[src/rtl/toaplan2_csync_gen_pkg.sv]
// Toaplan2 raster timing constants, pattern encodings and the shared video-beat type
// used by the composite-sync test-pattern generator.
package toaplan2_csync_gen_pkg;

    // Raster geometry in pixel clocks / lines (pixel clock = PCLK2x / 2).
    localparam int unsigned TP2_H_TOTAL     = 432;
    localparam int unsigned TP2_H_SYNCLEN   = 32;
    localparam int unsigned TP2_H_BACKPORCH = 55;
    localparam int unsigned TP2_H_ACTIVE    = 320;
    localparam int unsigned TP2_V_TOTAL     = 263;
    localparam int unsigned TP2_V_SYNCLEN   = 3;
    localparam int unsigned TP2_V_BACKPORCH = 18;
    localparam int unsigned TP2_V_ACTIVE    = 240;

    localparam int unsigned TP2_BAR_WIDTH   = 40;
    localparam int unsigned TP2_GRID_PITCH  = 32;
    localparam logic [4:0]  TP2_LEVEL_FULL  = 5'd31;

    typedef enum logic [1:0] {
        TP2_PAT_BARS     = 2'd0,
        TP2_PAT_GRID     = 2'd1,
        TP2_PAT_GRADIENT = 2'd2,
        TP2_PAT_CHECKER  = 2'd3
    } tp2_pattern_e;

    typedef struct packed {
        logic [4:0] r;
        logic [4:0] g;
        logic [4:0] b;
    } tp2_rgb_t;

    typedef struct packed {
        tp2_rgb_t   rgb;
        logic       csync_n;
        logic       hsync_n;
        logic       vsync_n;
        logic       de;
        logic [8:0] xpos;
        logic [8:0] ypos;
        logic       frame_change;
    } tp2_video_t;

    // What the output stage shows while in reset or while the generator is idle.
    localparam tp2_video_t TP2_VIDEO_IDLE = '{
        rgb:          '0,
        csync_n:      1'b1,
        hsync_n:      1'b1,
        vsync_n:      1'b1,
        de:           1'b0,
        xpos:         '0,
        ypos:         '0,
        frame_change: 1'b0
    };

    function automatic tp2_rgb_t tp2_mono(input logic on);
        tp2_rgb_t c;
        c.r = on ? TP2_LEVEL_FULL : 5'd0;
        c.g = on ? TP2_LEVEL_FULL : 5'd0;
        c.b = on ? TP2_LEVEL_FULL : 5'd0;
        return c;
    endfunction

    function automatic logic tp2_in_span(input logic [8:0] c,
                                         input logic [8:0] lo,
                                         input logic [8:0] hi);
        return (c >= lo) && (c < hi);
    endfunction

endpackage

[src/rtl/tp2_pattern_rom.sv]
// Combinational test-pattern lookup: active-area coordinate, frame parity and
// pattern select in, 5-bit RGB out. Shared by the board timing generators.
module tp2_pattern_rom
    import toaplan2_csync_gen_pkg::*;
(
    input  logic [8:0]   x,
    input  logic [8:0]   y,
    input  logic         parity,
    input  tp2_pattern_e sel,
    output tp2_rgb_t     rgb
);

    logic [2:0] bar;
    logic       on_grid;

    always_comb begin
        bar     = 3'(x / 9'(TP2_BAR_WIDTH));
        on_grid = ((x % 9'(TP2_GRID_PITCH)) == 9'd0) ||
                  ((y % 9'(TP2_GRID_PITCH)) == 9'd0);
        rgb     = '0;
        case (sel)
            TP2_PAT_BARS: begin
                rgb.r = bar[2] ? TP2_LEVEL_FULL : 5'd0;
                rgb.g = bar[1] ? TP2_LEVEL_FULL : 5'd0;
                rgb.b = bar[0] ? TP2_LEVEL_FULL : 5'd0;
            end
            TP2_PAT_GRID: begin
                rgb = tp2_mono(on_grid);
            end
            TP2_PAT_GRADIENT: begin
                rgb.r = x[8:4];
                rgb.g = x[8:4];
                rgb.b = x[8:4];
            end
            TP2_PAT_CHECKER: begin
                // Parity flips the phase every frame so the checker visibly alternates.
                rgb = tp2_mono(x[3] ^ y[3] ^ parity);
            end
            default: begin
                rgb = '0;
            end
        endcase
    end

endmodule

[src/rtl/toaplan2_csync_gen.sv]
// Toaplan2-format composite-sync timing and test-pattern source running at half
// the PCLK2x rate, with separated syncs, DE and active-area coordinates alongside.
module toaplan2_csync_gen
    import toaplan2_csync_gen_pkg::*;
#(
    parameter int unsigned H_TOTAL     = TP2_H_TOTAL,
    parameter int unsigned H_SYNCLEN   = TP2_H_SYNCLEN,
    parameter int unsigned H_BACKPORCH = TP2_H_BACKPORCH,
    parameter int unsigned H_ACTIVE    = TP2_H_ACTIVE,
    parameter int unsigned V_TOTAL     = TP2_V_TOTAL,
    parameter int unsigned V_SYNCLEN   = TP2_V_SYNCLEN,
    parameter int unsigned V_BACKPORCH = TP2_V_BACKPORCH,
    parameter int unsigned V_ACTIVE    = TP2_V_ACTIVE
) (
    input  logic       PCLK2x_i,
    input  logic       reset_n,
    input  logic       enable_i,
    input  logic [1:0] pattern_sel_i,
    output logic [4:0] R_o,
    output logic [4:0] G_o,
    output logic [4:0] B_o,
    output logic       CSYNC_o,
    output logic       HSYNC_o,
    output logic       VSYNC_o,
    output logic       DE_o,
    output logic [8:0] xpos,
    output logic [8:0] ypos,
    output logic       frame_change
);

    localparam logic [8:0] H_LAST      = 9'(H_TOTAL - 1);
    localparam logic [8:0] V_LAST      = 9'(V_TOTAL - 1);
    localparam logic [8:0] H_SYNC_END  = 9'(H_SYNCLEN);
    localparam logic [8:0] V_SYNC_END  = 9'(V_SYNCLEN);
    localparam logic [8:0] H_ACT_START = 9'(H_SYNCLEN + H_BACKPORCH);
    localparam logic [8:0] H_ACT_END   = 9'(H_SYNCLEN + H_BACKPORCH + H_ACTIVE);
    localparam logic [8:0] V_ACT_START = 9'(V_SYNCLEN + V_BACKPORCH);
    localparam logic [8:0] V_ACT_END   = 9'(V_SYNCLEN + V_BACKPORCH + V_ACTIVE);

    logic         divctr;
    logic [8:0]   h_ctr;
    logic [8:0]   v_ctr;
    logic         parity;
    tp2_pattern_e pat_q;

    logic         h_wrap;
    logic         v_wrap;

    assign h_wrap = divctr && (h_ctr == H_LAST);
    assign v_wrap = h_wrap && (v_ctr == V_LAST);

    // Raster counters. Parity and the latched pattern survive an idle period;
    // only the position restarts from the top-left corner.
    always_ff @(posedge PCLK2x_i or negedge reset_n) begin
        if (!reset_n) begin
            divctr <= 1'b0;
            h_ctr  <= '0;
            v_ctr  <= '0;
            parity <= 1'b0;
            pat_q  <= TP2_PAT_BARS;
        end else if (!enable_i) begin
            divctr <= 1'b0;
            h_ctr  <= '0;
            v_ctr  <= '0;
        end else begin
            divctr <= ~divctr;
            if (divctr) begin
                h_ctr <= h_wrap ? 9'd0 : h_ctr + 9'd1;
            end
            if (h_wrap) begin
                v_ctr <= v_wrap ? 9'd0 : v_ctr + 9'd1;
            end
            if (v_wrap) begin
                parity <= ~parity;
                pat_q  <= tp2_pattern_e'(pattern_sel_i);
            end
        end
    end

    logic       h_sync_act;
    logic       v_sync_act;
    logic       de_c;
    logic [8:0] x_c;
    logic [8:0] y_c;
    tp2_rgb_t   pat_rgb;
    tp2_video_t vid_d;
    tp2_video_t vid_q;

    always_comb begin
        h_sync_act = h_ctr < H_SYNC_END;
        v_sync_act = v_ctr < V_SYNC_END;
        de_c       = tp2_in_span(h_ctr, H_ACT_START, H_ACT_END) &&
                     tp2_in_span(v_ctr, V_ACT_START, V_ACT_END);
        x_c        = de_c ? (h_ctr - H_ACT_START) : 9'd0;
        y_c        = de_c ? (v_ctr - V_ACT_START) : 9'd0;
    end

    tp2_pattern_rom u_pattern_rom (
        .x      (x_c),
        .y      (y_c),
        .parity (parity),
        .sel    (pat_q),
        .rgb    (pat_rgb)
    );

    always_comb begin
        vid_d              = TP2_VIDEO_IDLE;
        vid_d.rgb          = de_c ? pat_rgb : '0;
        vid_d.hsync_n      = ~h_sync_act;
        vid_d.vsync_n      = ~v_sync_act;
        // No serration: the whole vsync line is held low.
        vid_d.csync_n      = v_sync_act ? 1'b0 : ~h_sync_act;
        vid_d.de           = de_c;
        vid_d.xpos         = x_c;
        vid_d.ypos         = y_c;
        vid_d.frame_change = (v_ctr == 9'd0);
    end

    always_ff @(posedge PCLK2x_i or negedge reset_n) begin
        if (!reset_n) begin
            vid_q <= TP2_VIDEO_IDLE;
        end else if (!enable_i) begin
            vid_q <= TP2_VIDEO_IDLE;
        end else begin
            vid_q <= vid_d;
        end
    end

    assign R_o          = vid_q.rgb.r;
    assign G_o          = vid_q.rgb.g;
    assign B_o          = vid_q.rgb.b;
    assign CSYNC_o      = vid_q.csync_n;
    assign HSYNC_o      = vid_q.hsync_n;
    assign VSYNC_o      = vid_q.vsync_n;
    assign DE_o         = vid_q.de;
    assign xpos         = vid_q.xpos;
    assign ypos         = vid_q.ypos;
    assign frame_change = vid_q.frame_change;

endmodule

[config.mk]
export PLATFORM = sky130hd
export DESIGN_NAME = toaplan2_csync_gen
export DESIGN_NICKNAME = d
export VERILOG_FILES = /design/src/rtl/toaplan2_csync_gen_pkg.sv /design/src/rtl/tp2_pattern_rom.sv /design/src/rtl/toaplan2_csync_gen.sv
export SDC_FILE = /design/constraint.sdc
export NUM_CORES = 1
export LEC_CHECK = 0
export CAP_MARGIN = 10
export CORE_UTILIZATION = 45
export DETAILED_ROUTE_END_ITERATION = 8
export PLACE_DENSITY = 0.67
export SYNTH_ARGS = -nofsm -noshare
export SYNTH_HDL_FRONTEND = slang
export SYNTH_SLANG_ARGS = --single-unit
[constraint.sdc]
create_clock -name PCLK2x_i -period 7.21 [get_ports PCLK2x_i]
set_input_delay 1.442 -clock PCLK2x_i [delete_from_list [all_inputs] [get_ports PCLK2x_i]]
set_output_delay 1.442 -clock PCLK2x_i [all_outputs]
set_load 0.005 [all_outputs]
==> results of run 1 <==
[worst reg2reg max path, cell delays in order, from the launching register on]
cell	delay [ps]
dfrtp_1	550
ha_1	510
and4b_1	300
a2111oi_2	70
nor4_1	500
nand2_1	570
nor2_1	300
o21ai_0	180
nor2_1	150
[Yosys cell counts (all sizes together) (5+ instances only)]
master  instances  area (µm²)
nand3          12       70.07
clkbuf          9       33.78
a211oi          5       52.55
a21oi          21       105.1
or2             6       37.54
o21ai          18       90.09
nor4            6       58.80
xnor2          16       147.7
inv            10       37.53
buf            14       83.83
xor2            8       70.07
or3             6       52.55
ha              6       75.07
a31oi           9       56.30
and3           11       68.82
dfrtp          57        1426
nand4          11       68.82
nand2b          7       43.79
nor2           47       176.4
nand2          27       103.9
nor3           12       65.06
[final timing paths]
kind | startpoint | end | slack [ps] | cells past startpoint
max | enable_i | G_o[3]$_DFF_PN0_ | 3490 | 7
min | parity$_DFFE_PN0P_ | parity$_DFFE_PN0P_ | 560 | 1
max reg2reg | h_ctr[0]$_DFFE_PN0N_ | G_o[3]$_DFF_PN0_ | 4010 | 8
min reg2reg | parity$_DFFE_PN0P_ | parity$_DFFE_PN0P_ | 560 | 1
max in group asynchronous | reset_n | h_ctr[5]$_DFFE_PN0N_ | 5490 | 2
min in group asynchronous | reset_n | ypos[6]$_DFF_PN0_ | 1240 | 2
[logic make-up after synthesis]
kind of cell,after synthesis,share of synthesized area [%]
compound gates,84,16.41
buf+inv,33,4.395
simple gates,169,26.44
fa+ha+maj,8,2.694
mux,4,1.241
flops,60,42.64
xor+xnor,24,6.168
[registers in the layout (all words and copies together), names as in the netlist]
name and flops:
B_o 5, CSYNC_o 1, DE_o 1, G_o 5, HSYNC_o 1, R_o 5
VSYNC_o 1, divctr 1, frame_change 1, h_ctr 9, parity 1, pat_q 2
v_ctr 9, xpos 9, ypos 9
[through the flow]
step | instance area, µm² | instances
2_1_floorplan | 3530 | 382
3_3_place_gp | 3959 | 501
3_5_place_dp | 3959 | 501
4_1_cts | 4198 | 517
5_1_grt | 4198 | 517
6_report | 4198 | 517
[power by group through the flow]
stage,clock [mW],combinational (mW),sequential [mW]
3_3_place_gp,0,0.0195,0.349
4_1_cts,0.379,0.0200,0.342
3_5_place_dp,0,0.0198,0.349
5_1_grt,0.392,0.0222,0.343
6_report,0.373,0.0193,0.342
2_1_floorplan,0,0.00796,0.347
[per-layer routing]
layer  wire length, µm  GRT usage [%]  vias up
li1                  -              -     1434
met1              4116          31.45     1405
met2              3743          33.90       97
met3               447          4.461        7
met4                63          6.855        0
met5                 0              0        -
[final cells by class]
type                    count  area, µm²
clock inverters             6      111.4
inverters                  10      37.54
multi-input cells         289       1869
flip-flops and latches     60       1505
fillers                   685       3211
repair buffers             43      422.9
well taps                  99      123.9
clock buffers              10      127.6
==> reports/results.ini, run 1 <==
[outcome]
status=complete, no violations

[floorplanning]
die_y_um=90.57
rows=31
core_area_um2=7408
die_w_um=90.57
start_util_pct=47.64
ioPinCount=43
dieArea_um2=8202

[grt]
gr-usage-all-layers_pct=22.15
first_global_vias=2855
antenna_found_initial=0
grt_pass1_wl_um=14460
overflow=0
grt_max_degree=61

[synth]
synth-edff-count=0
ys_seq_elements=60
synth_area_um2=3530
syn_nets=393
synthFlopType=dfrtp_1
ys_seq_area_share_pct=42.64
postSynthAreaPerCell_um2=9.240
yosys_warnings=0
synthCells=382
synthArstFlopShare_pct=100.0
yosysUniqueCellTypes=68

[pwr]
switching_power_mw=0.1584
vdd_drop_max_uv=104.0
swShare_pct=21.55
clkPwrFrac_pct=50.8
internal_power_mw=0.5763
p_per_area_nw_per_um2=175.0
p_seq_share_pct=46.6
pwr-share-comb_pct=2.6
p_total_mw=0.7347
leakage_nw=1.708

[critical_path]
slowest_delay_ps=620
cp_max_fo=21
startpoint_type=input port
worstPathRequired_ps=7490
crit_family=simple AND/OR/NAND/NOR gates
end_kind=flip-flop
arrival_ps=4000
crit_chain=clkdlybuf4s50_1 > inv_1 > nor4_1 > nand2_1 > nor2_1 > o21ai_0 > nor2_1
critPathKind=input port to flip-flop
crit_slowest_cell=clkdlybuf4s50_1
critPathBufInv=2
crit_top_cell=nor2_1

[timing]
fin_skew_ps=9.415
clock.fmax_mhz=268.9
period_needed_ps=3718
grt_setup_unrepaired=no
worst_pin_slew_ps=875.6
period_share_pct=51.57
fin_setup_tns_ps=0
relSlewSlack_pct=41.14
finalSetupViolCount=0
report.final.slew_viol_count=0
hold_ws_ps=558.4
hold_viol_final=0
setup_ws_ps=3492

[hold_path]
hold_path_class=flip-flop to flip-flop

[route]
dr.first_iter.drc_count=158
wirelength_um=8370
final_antenna_net_count=0
drc_errors=0
vias=2943
wire_per_inst_um=16.19
viasPerCell=5.692
dr.pass1.iters=4

[clock_network]
cts_buffers=9
post_cts_resize_count=0
cts_root_buffer=clkbuf_8
clk_latency_ps=350
cts_tree=done
postCtsHoldBufs=0
clock_sinks=60
clock_path_buffers=2
post-cts-setup-buffer-count=0
clk_pin_slew_ps=80
htreeDepth=3

[placed_design]
place.gp.congestion=0.8767
place_ws_ps=3127
portBuffers=42
dp_hpwl_um=5819

[flow_run]
cap_viol_max_count=0

[layout]
antenna_cells=0
layout_commonest_cell=dfrtp_1
drive_above_1_share_pct=10.77
layout_common_cells=57 x dfrtp_1, 47 x nor2_1, 41 x clkdlybuf4s50_1, 26 x nand2_1, 21 x a21oi_1
fin_nets=424
post-route-util_pct=56.66
area_growth_pct=18.93

Note: power is estimated with default switching activity, not from simulation.
==> run 2: changes to the inputs <==
==> constraint.sdc (replaced) <==
create_clock -name PCLK2x_i -period 3.9 [get_ports PCLK2x_i]
set_input_delay 0.78 -clock PCLK2x_i [delete_from_list [all_inputs] [get_ports PCLK2x_i]]
set_output_delay 0.78 -clock PCLK2x_i [all_outputs]
set_load 0.005 [all_outputs]
==> reports/results.ini, run 2 (synthesis gave the netlist of run 1 again) <==
[outcome]
status=complete, no violations

[route]
viasPerCell=5.718  ; +0.44%
vias=2956  ; +0.44%
wire_per_inst_um=15.97  ; -1.4%
final_antenna_net_count=0  ; unchanged
dr.first_iter.drc_count=226  ; +43%
dr.pass1.iters=5  ; +1
drc_errors=0  ; unchanged
wirelength_um=8257  ; -1.4%

[pwr]
pwr-share-comb_pct=2.9  ; +0.3 points
swShare_pct=22.87  ; +1.3 points
switching_power_mw=0.2812  ; +78%
p_seq_share_pct=51.5  ; +4.9 points
internal_power_mw=0.9482  ; +65%
clkPwrFrac_pct=45.6  ; -5.2 points
leakage_nw=1.687  ; -1.2%
p_per_area_nw_per_um2=295.7  ; +69%
vdd_drop_max_uv=228.2  ; +120%
p_total_mw=1.229  ; +67%

[floorplanning]
core_area_um2=7408  ; unchanged
die_y_um=90.57  ; unchanged
rows=31  ; unchanged
ioPinCount=43  ; unchanged
start_util_pct=47.64  ; unchanged
dieArea_um2=8202  ; unchanged
die_w_um=90.57  ; unchanged

[layout]
area_growth_pct=17.80
fin_nets=425  ; +0.24%
layout_common_cells=57 x dfrtp_1, 47 x nor2_1, 41 x clkdlybuf4s50_1, 26 x nand2_1, 21 x a21oi_1
antenna_cells=0  ; unchanged
layout_commonest_cell=dfrtp_1
drive_above_1_share_pct=10.77  ; unchanged

[clock_network]
post-cts-setup-buffer-count=0  ; unchanged
clk_latency_ps=340  ; about the same
htreeDepth=3  ; unchanged
postCtsHoldBufs=0  ; unchanged
clk_pin_slew_ps=70  ; about the same
cts_buffers=9  ; unchanged
post_cts_resize_count=0  ; unchanged
cts_tree=done
clock_sinks=60  ; unchanged
cts_root_buffer=clkbuf_8
clock_path_buffers=2  ; unchanged

[placed_design]
portBuffers=42  ; unchanged
dp_hpwl_um=5868  ; +0.84%
place.gp.congestion=0.9227  ; +5.2%

[timing]
period_needed_ps=2956
fin_setup_tns_ps=0  ; unchanged
hold_viol_final=0  ; unchanged
period_share_pct=75.80
worst_pin_slew_ps=832.7  ; -42.88 ps
fin_skew_ps=14.33  ; +4.913 ps
report.final.slew_viol_count=0  ; unchanged
grt_setup_unrepaired=no
finalSetupViolCount=0  ; unchanged
relSlewSlack_pct=44.02  ; +2.9 points
clock.fmax_mhz=338.3

[hold_path]
hold_path_class=input port to async pin

[critical_path]
arrival_ps=3200  ; -800 ps
end_kind=flip-flop
worstPathRequired_ps=4150  ; -3340 ps
startpoint_type=flip-flop
cp_max_fo=12  ; -43%
critPathKind=flip-flop to flip-flop
r2r_slack_ps=940  ; -3070 ps

[grt]
grt_pass1_wl_um=13970  ; -3.4%
first_global_vias=2728  ; -4.4%
antenna_found_initial=0  ; unchanged
gr-usage-all-layers_pct=21.45  ; -0.70 points
grt_max_degree=40  ; -34%
overflow=0  ; unchanged

[flow_run]
cap_viol_max_count=0  ; unchanged

-- run 2: changes by cell type in the layout (fill, tap and decap cells not counted), sizes merged --
cell      previous run  this run
clkinvlp             1         2
bufinv               3         1
clkbuf              10        11
buf                  2         3
inv                 11        10
-- run 2: final cells by class --
cell class / count / area (µm²)
tap: 99 / 123.9
timing repair buffer: 44 / 430.4
clock buffer: 11 / 141.4
fill: 676 / 3251
inverter: 10 / 37.54
multi-input combinational: 289 / 1869
clock inverter: 4 / 50.05
sequential: 60 / 1505
-- run 2: metal layers --
| layer | vias up | global-route usage, % | wire, µm |
|---|---|---|---|
| met5 | - | 0 | 0 |
| li1 | 1434 | - | - |
| met3 | 10 | 3.620 | 449 |
| met4 | 0 | 6.855 | 106 |
| met2 | 112 | 30.93 | 3557 |
| met1 | 1400 | 32.43 | 4143 |
-- run 2: through the flow --
step / utilization, % / instances / hold slack [ps] / cell area [µm²] / setup WS (ps)
2_1_floorplan: - / 382 / 484.4 / 3530 / 1606
3_3_place_gp: 53.54 / 502 / 528.2 / 3966 / 1010
3_5_place_dp: 53.54 / 502 / 549.0 / 3966 / 829.1
4_1_cts: 56.12 / 517 / 558.1 / 4158 / 1013
5_1_grt: 56.12 / 517 / 576.6 / 4158 / 677.8
6_report: 56.12 / 517 / 531.3 / 4158 / 943.9
-- run 2: path summary, 6_finish.rpt --
path / endpoint / depth (start not counted) / startpoint
worst max-delay path: G_o[2]$_DFF_PN0_ / 8 / h_ctr[0]$_DFFE_PN0N_
worst min-delay path: ypos[8]$_DFF_PN0_ / 1 / reset_n
worst max register to register: G_o[2]$_DFF_PN0_ / 8 / h_ctr[0]$_DFFE_PN0N_
worst min register to register: parity$_DFFE_PN0P_ / 1 / parity$_DFFE_PN0P_
max in group asynchronous: HSYNC_o$_DFF_PN1_ / 2 / reset_n
min in group PCLK2x_i: parity$_DFFE_PN0P_ / 1 / parity$_DFFE_PN0P_
-- run 2: worst max-delay path, stage by stage (launching register included) --
cell and delay [ps]:
dfrtp_1 520, ha_1 500, a21oi_1 310, nor4_1 230
a21oi_1 60, o311ai_0 500, o21ai_0 260, a21oi_1 270
a21boi_1 210
-- run 2: power by group through the flow --
stage | clock [mW] | sequential [mW] | combinational, mW
floorplan | 0 | 0.642 | 0.0147
global placement | 0 | 0.645 | 0.0359
detailed placement | 0 | 0.644 | 0.0369
CTS | 0.569 | 0.633 | 0.0372
global route | 0.596 | 0.633 | 0.0417
finish | 0.561 | 0.633 | 0.0360
